### src/rtl/bin2bcd_pkg.sv
// Shared widths, FSM state encoding and the dash-position helper for the
// sequential binary-to-BCD converter.
package bin2bcd_pkg;
  localparam int DATA_W = 16;
  localparam int N_DIG  = 5;
  localparam int BCD_W  = 4 * N_DIG;
  localparam int DASH_W = N_DIG + 1;
  localparam int CNT_W  = 4;
  localparam logic [CNT_W-1:0] ITER_LAST = 4'd15;

  typedef enum logic [1:0] {IDLE, LOAD, SHIFT, DONE} state_e;

  // '-' goes one display left of the most significant nonzero digit.
  function automatic logic [DASH_W-1:0] dash_of(input logic [BCD_W-1:0] bcd,
                                                input logic             neg);
    logic [DASH_W-1:0] d;
    int k;
    d = '0;
    k = 0;
    for (int i = 0; i < N_DIG; i++)
      if (bcd[4*i +: 4] != 4'd0) k = i + 1;
    if (neg) d = {{(DASH_W-1){1'b0}}, 1'b1} << k;
    return d;
  endfunction
endpackage

### src/rtl/bin2bcd_seq_add3.sv
// Double-dabble correction cell: a digit of 5 or more gets +3 before the shift.
module bcd_add3 (
  input  logic [3:0] d_i,
  output logic [3:0] q_o
);
  assign q_o = (d_i >= 4'd5) ? d_i + 4'd3 : d_i;
endmodule

### src/rtl/bin2bcd_seq.sv
// Sequential 16-bit binary to 5-digit BCD converter with display dash vector.
// Define BIN2BCD_SIGNED_EN to treat value as two's complement (neg/dash live).
module bin2bcd_seq
  import bin2bcd_pkg::*;
(
  input  logic              clk_i,
  input  logic              rst_i,
  input  logic              start_i,
  input  logic [DATA_W-1:0] value_i,
  output logic              busy_o,
  output logic              done_o,
  output logic [BCD_W-1:0]  bcd_o,
  output logic              neg_o,
  output logic [DASH_W-1:0] dash_o
);
  state_e             state_q, state_d;
  logic [CNT_W-1:0]   cnt_q, cnt_d;
  logic [DATA_W-1:0]  val_q, val_d;
  logic [DATA_W-1:0]  mag_q, mag_d;
  logic [BCD_W-1:0]   acc_q, acc_d;
  logic               sgn_q, sgn_d;
  logic               busy_q, busy_d;
  logic               done_q, done_d;
  logic [BCD_W-1:0]   bcd_q, bcd_d;
  logic               neg_q, neg_d;
  logic [DASH_W-1:0]  dash_q, dash_d;

  logic [BCD_W-1:0]   acc_fix;
  logic [BCD_W-1:0]   acc_sh;
  logic               load_sgn;
  logic [DATA_W-1:0]  load_mag;

  for (genvar g = 0; g < N_DIG; g++) begin : g_dig
    bcd_add3 u_add3 (.d_i(acc_q[4*g +: 4]), .q_o(acc_fix[4*g +: 4]));
  end

  assign acc_sh = {acc_fix[BCD_W-2:0], mag_q[DATA_W-1]};

`ifdef BIN2BCD_SIGNED_EN
  // Two's-complement negate; 0x8000 maps onto itself, which reads as 32768 unsigned.
  assign load_sgn = val_q[DATA_W-1];
  assign load_mag = load_sgn ? (~val_q) + DATA_W'(1) : val_q;
`else
  assign load_sgn = 1'b0;
  assign load_mag = val_q;
`endif

  always_comb begin
    state_d = state_q;
    cnt_d   = cnt_q;
    val_d   = val_q;
    mag_d   = mag_q;
    acc_d   = acc_q;
    sgn_d   = sgn_q;
    bcd_d   = bcd_q;
    neg_d   = neg_q;
    dash_d  = dash_q;
    case (state_q)
      IDLE: if (start_i) begin
        val_d   = value_i;
        state_d = LOAD;
      end
      LOAD: begin
        sgn_d   = load_sgn;
        mag_d   = load_mag;
        acc_d   = '0;
        cnt_d   = '0;
        state_d = SHIFT;
      end
      SHIFT: begin
        acc_d = acc_sh;
        mag_d = {mag_q[DATA_W-2:0], 1'b0};
        cnt_d = cnt_q + 1'b1;
        // Result registers load on the way into DONE so they are visible with done.
        if (cnt_q == ITER_LAST) begin
          cnt_d   = '0;
          bcd_d   = acc_sh;
          neg_d   = sgn_q;
          dash_d  = dash_of(acc_sh, sgn_q);
          state_d = DONE;
        end
      end
      DONE:    state_d = IDLE;
      default: state_d = IDLE;
    endcase
    busy_d = (state_d == LOAD) || (state_d == SHIFT);
    done_d = (state_d == DONE);
  end

  always_ff @(posedge clk_i) begin
    if (rst_i) begin
      state_q <= IDLE;
      cnt_q   <= '0;
      val_q   <= '0;
      mag_q   <= '0;
      acc_q   <= '0;
      sgn_q   <= 1'b0;
      busy_q  <= 1'b0;
      done_q  <= 1'b0;
      bcd_q   <= '0;
      neg_q   <= 1'b0;
      dash_q  <= '0;
    end else begin
      state_q <= state_d;
      cnt_q   <= cnt_d;
      val_q   <= val_d;
      mag_q   <= mag_d;
      acc_q   <= acc_d;
      sgn_q   <= sgn_d;
      busy_q  <= busy_d;
      done_q  <= done_d;
      bcd_q   <= bcd_d;
      neg_q   <= neg_d;
      dash_q  <= dash_d;
    end
  end

  assign busy_o = busy_q;
  assign done_o = done_q;
  assign bcd_o  = bcd_q;
  assign neg_o  = neg_q;
  assign dash_o = dash_q;
endmodule

### config.mk
export PLATFORM = sky130hd
export DESIGN_NAME = bin2bcd_seq
export DESIGN_NICKNAME = d
export VERILOG_FILES = /design/src/rtl/bin2bcd_pkg.sv /design/src/rtl/bin2bcd_seq_add3.sv /design/src/rtl/bin2bcd_seq.sv
export SDC_FILE = /design/constraint.sdc
export NUM_CORES = 1
export LEC_CHECK = 0
export CAP_MARGIN = 20
export CORE_MARGIN = 2
export CORE_UTILIZATION = 35
export DETAILED_ROUTE_END_ITERATION = 8
export GPL_TIMING_DRIVEN = 0
export PLACE_DENSITY = 0.55
export SYNTH_ARGS = -nofsm -noshare
export SYNTH_HDL_FRONTEND = slang
export SYNTH_HIERARCHICAL = 1
export SYNTH_SLANG_ARGS = --single-unit
### constraint.sdc
create_clock -name clk_i -period 1.6 [get_ports clk_i]
set_input_delay 0.32 -clock clk_i [delete_from_list [all_inputs] [get_ports clk_i]]
set_output_delay 0.32 -clock clk_i [all_outputs]
set_load 0.01 [all_outputs]
Yosys cells after proc, flatten, opt, wreduce, memory -nomap -nowiden. Cells that the tools add are included.

Add/sub/neg operators: 6. Reduce and logical (&&, ||, !) cells: 5. Equal/unequal tests: 7. $lt $le $gt $ge: 5. Mux-type cells: 12.

Operators by type and width (count): $pmux W20 S2 (1); $pmux W16 S2 (1); $ge A4 B3 Y1 const B (5); $mux W4 (5); $add A4 B2 Y4 const B (4); $eq A2 B2 Y1 const B (4); $pmux W2 S4 (1); $pmux W4 S2 (1); $add A4 B1 Y4 const B (1); $eq A2 B1 Y1 const B (2); $eq A4 B4 Y1 const B (1); $mux W2 (2); $reduce_and A2 Y1 (2); $add A3 B2 Y3 const B (1); $mux W3 (1); $logic_not A2 Y1 (1); $reduce_bool A2 Y1 (1); $logic_or A1 B1 Y1 (1).

Register bits after elaboration: 80.

Longest topological paths before layout. Gate-level depths: netlist of the first run.

Word-level depth: 5. Depth in mapped cells: 8. Gate-level depth less buffers: 7.

Modules after synthesis. Netlist of the first run, hierarchy kept.

By module, submodules not included: bin2bcd_seq (area each 3119.2 um^2, cells each 370, times used 1); bcd_add3 (area each 101.3 um^2, cells each 16, times used 5).

Worst setup path after synthesis of the first run. No wires, ideal clock.

Path type: register -> register. Start point: reg state_q[0]. End point: reg busy_q (netlist: busy_o). Cell stages (with the launch flop): 9. Path buffers: 2. Slack: 0.089 ns. Data arrival time: 1.393 ns. Data required time: 1.482 ns. Cells stage by stage: dfxtp_1 -> inv_1 -> ha_1 -> buf_4 -> buf_6 -> nor2_1 -> nor2_1 -> ha_1 -> nor2b_1.

Word-level cells in the longest chain between the ends: 4. Elaborated cells between the ends (all ways): 10. Classes of those cells: eq/ne: 5; mux: 3; reduce/logical: 2.

Ends and longest elaborated chain: start, declared (RTL line bin2bcd_seq.sv:16) `state_e state_q, state_d;`; start signal, assigned (RTL line bin2bcd_seq.sv:104) `state_q <= state_d;`; $eq A2 B2 Y1 (tied with other cells) (RTL line bin2bcd_seq.sv:58) `case (state_q)`; $pmux W2 S4 (*) (RTL line bin2bcd_seq.sv:58); via state_d[0] (RTL line bin2bcd_seq.sv:16); $eq A2 B1 Y1 / $eq A2 B2 Y1 (equally long branches) (RTL line bin2bcd_seq.sv:86) `busy_d = (state_d == LOAD) || (state_d == SHIFT);`; $logic_or A1 B1 Y1 (*) (RTL line bin2bcd_seq.sv:86); via busy_d (RTL line bin2bcd_seq.sv:22) `logic busy_q, busy_d;`; end signal, assigned (RTL line bin2bcd_seq.sv:110) `busy_q <= busy_d;`; end, declared (RTL line bin2bcd_seq.sv:22).

Mark *: on every way through the listed nets, which the timed path passes. The rest lies on a longest branch. A chain may end at the register's enable or synchronous reset.

Worst setup path after layout of the first run.
Start point: reg acc_q[13]. End point: reg acc_q[13].

Word-level cells in the longest chain between the ends: 3.

Ends and longest elaborated chain: start, declared (RTL line bin2bcd_seq.sv:20) `logic [BCD_W-1:0] acc_q, acc_d;`; start signal, assigned (RTL line bin2bcd_seq.sv:96) `acc_q <= '0;`; start signal, assigned (RTL line bin2bcd_seq.sv:108) `acc_q <= acc_d;`; $ge A4 B3 Y1 (RTL line bin2bcd_seq_add3.sv:6) `assign q_o = (d_i >= 4'd5) ? d_i + 4'd3 : d_i;`; $mux W4 (RTL line bin2bcd_seq_add3.sv:6); via acc_fix[12] (RTL line bin2bcd_seq.sv:28) `logic [BCD_W-1:0] acc_fix;`; $pmux W20 S2 (RTL line bin2bcd_seq.sv:58).

The timed path passes the listed nets, and every way through them passes these cells.

==> run_results.csv, run 1 <==
group,metric,value,unit
status,outcome,"finished clean",
sta,hold_viol,0,
floorplan,start_util,35.4,%
setup_path,path_max_fanout,3,
logic_synthesis,syn_inst,446,
setup_path,crit_type,"reg2reg",
cells_and_area,layout.nets,537,
hold_path,hold_depth,2,
cells_and_area,final_util,43.8,%
floorplan,fp.dieH,106,um
cts,clkLatencyLatePin,340,ps
pwr,p_leak,0.00160,uW
global_routing,grt_overflow,0,
sta,post-route-min-period,1540,ps
global_routing,grt_pass1_vias,2788,
sta,max_clock_freq,649,MHz
cells_and_area,antenna_cells,0,
placement,placed_area,4190,um^2
logic_synthesis,netlist_area,3610,um^2
pwr,pwr-share-clk,20.8,%
sta,whs,455,ps
pwr,seqPwrFrac,42.8,%
global_routing,grt_pass1_wl,12900,um
floorplan,core_area,10200,um^2
setup_path,start_kind,"register",
placement,placement.io_buffers,39,
pwr,ir_drop,0.000655,V
job,cap_viol_max_count,0,
pwr,power.share.switching,36.5,%
cts,clk_pin_slew,70,ps
pwr,fin_total_pwr,5790,uW
global_routing,antenna_found_initial,0,
route,vias,3035,
route,routed_wl,7970,um
logic_synthesis,syn_avg_cell_area,8.09,um^2
cts,clock-sinks,80,
setup_path,worstPathArrival,1800,ps
pwr,intPower,3670,uW
sta,worstMarginPinSlew,535,ps
cells_and_area,syn2layout_area_growth,23.7,%
hold_path,hp-class,"reg2reg",
route,wl_per_cell,12.4,um
global_routing,track_usage,14.4,%
global_routing,top_usage_layer,"met2",
placement,hpwl,5620,um
route,vias_per_cell,4.73,
global_routing,grt_use_met2,25.1,%
setup_path,reg2regPathDepth,8,
cts,clock-root-buffer,"clkbuf_8",
pwr,p_per_area,1300,nW/um^2
route,drc_errors,0,
sta,fin_skew,7.90,ps
pwr,pwr-share-comb,36.4,%
setup_path,crit_path_end_kind,"register",
sta,slew_headroom,64.3,%
sta,drv_slew,0,
floorplan,rows,37,
cts,tritoncts,"yes",
cells_and_area,num-fill-cells,1057,
cts,cts_buffer_depth,2,
route,initialDrtViolationCount,88,
logic_synthesis,yosys_warnings,6,
route,drt_first_pass_iters,4,
sta,timing.final.crit_share,96.2,%
global_routing,grt_use_met3,2.47,%
cells_and_area,drive_gt1_share,14.3,%
sta,setup_viol,0,
pwr,p_sw,2110,uW
floorplan,die_area,11100,um^2
cells_and_area,postLayoutCellArea,4460,um^2
cts,cts-buffers-inserted,9,
sta,finalSetupTns,0,ps
setup_path,cp.required,1860,ps
placement,gp_congestion,0.798,
global_routing,gr-usage-met1,17.2,%
global_routing,grt_max_degree,19,
route,ant_nets,0,
floorplan,fp.dieW,106,um
cts,cts_max_level,3,
floorplan,ios,48,
==> worst paths after layout <==
path,from,to,slack [ps]
min reg2reg,bcd_o[9],bcd_o[9],450
min,bcd_o[9],bcd_o[9],450
max,acc_q[13],acc_q[13],60
max reg2reg,acc_q[13],acc_q[13],60
==> cells in the final DEF (no fill, tap or decap), types with 5 or more instances in the layout <==
cell type,instances
clkbuf_8,9
buf_4,11
xnor2_1,5
ha_1,9
nand2b_4,5
clkbuf_1,10
dfxtp_2,7
a211oi_1,14
a21oi_2,5
dfxtp_1,73
nand3_1,22
conb_1,7
clkdlybuf4s50_1,37
o21ai_0,5
mux2i_1,18
nand2_1,118
nor2_1,22
inv_1,10
buf_2,10
a21oi_1,60
==> flip-flops by register name (all words and copies together) (netlist names) <==
name,count
bcd_o,20
load_mag,16
state_q,2
acc_q,20
cnt_q,4
mag_q,16
done_o,1
busy_o,1
==> layer usage <==
layer	vias up	wire length, um
li1	1579	-
met1	1399	3680
met3	10	239
met4	0	114
met2	47	3940
met5	-	0
==> layout make-up <==
class,instances,area [um^2],share of cell area [%]
plain buffers,35,225,5.05
clock buffers,11,131,2.94
clock inverters,2,10.0,0.224
inverters,13,50.0,1.12
multi-input cells,323,1850,41.6
flip-flops and latches,80,1610,36.1
well taps,136,170,3.81
repair buffers,41,410,9.20
==> through the flow <==
| step | worst slack [ps] | instances |
|---|---|---|
| after floorplan | 89.3 | 452 |
| after global placement | -136 | 627 |
| after detailed placement | -142 | 627 |
| after CTS | 2.62 | 639 |
| after global routing | -32.8 | 641 |
| final | 60.1 | 641 |
==> critical path, stage by stage, from the launching register on <==
cell,delay [ps]
dfxtp_2,340
inv_1,70
ha_1,180
nand2b_4,140
a21oi_2,170
buf_4,140
xnor2_1,140
nand3_1,110
a21oi_1,170
==> repair_timing <==
| item | 4_1_cts | 5_1_grt |
|---|---|---|
| setup endpoints to repair | 32 | 42 |
| setup buffers | 0 | 2 |
| hold buffers | 0 | 0 |
| pin swaps | 1 | 5 |
| gates resized for setup | 7 | 29 |
==> power by group through the flow <==
stage / clock network, uW / registers (uW) / logic, uW
after floorplan: 0 / 2470 / 1470
after detailed placement: 0 / 2510 / 1980
after global placement: 0 / 2510 / 1940
after CTS: 1250 / 2470 / 2020
after global routing: 1330 / 2510 / 2350
final: 1200 / 2480 / 2100
No activity file was read; power rests on OpenSTA's default activity.
==> inputs of run 2 (changes only) <==
--- a/config.mk
+++ b/config.mk
@@ -11,6 +11,7 @@
 export DETAILED_ROUTE_END_ITERATION = 8
 export GPL_TIMING_DRIVEN = 0
 export PLACE_DENSITY = 0.55
+export SLEW_MARGIN = 0
 export SYNTH_ARGS = -nofsm -noshare
 export SYNTH_HDL_FRONTEND = slang
 export SYNTH_HIERARCHICAL = 1
==> results of run 2 <==
The final DEF is identical to that of run 1; final timing and power are the same.
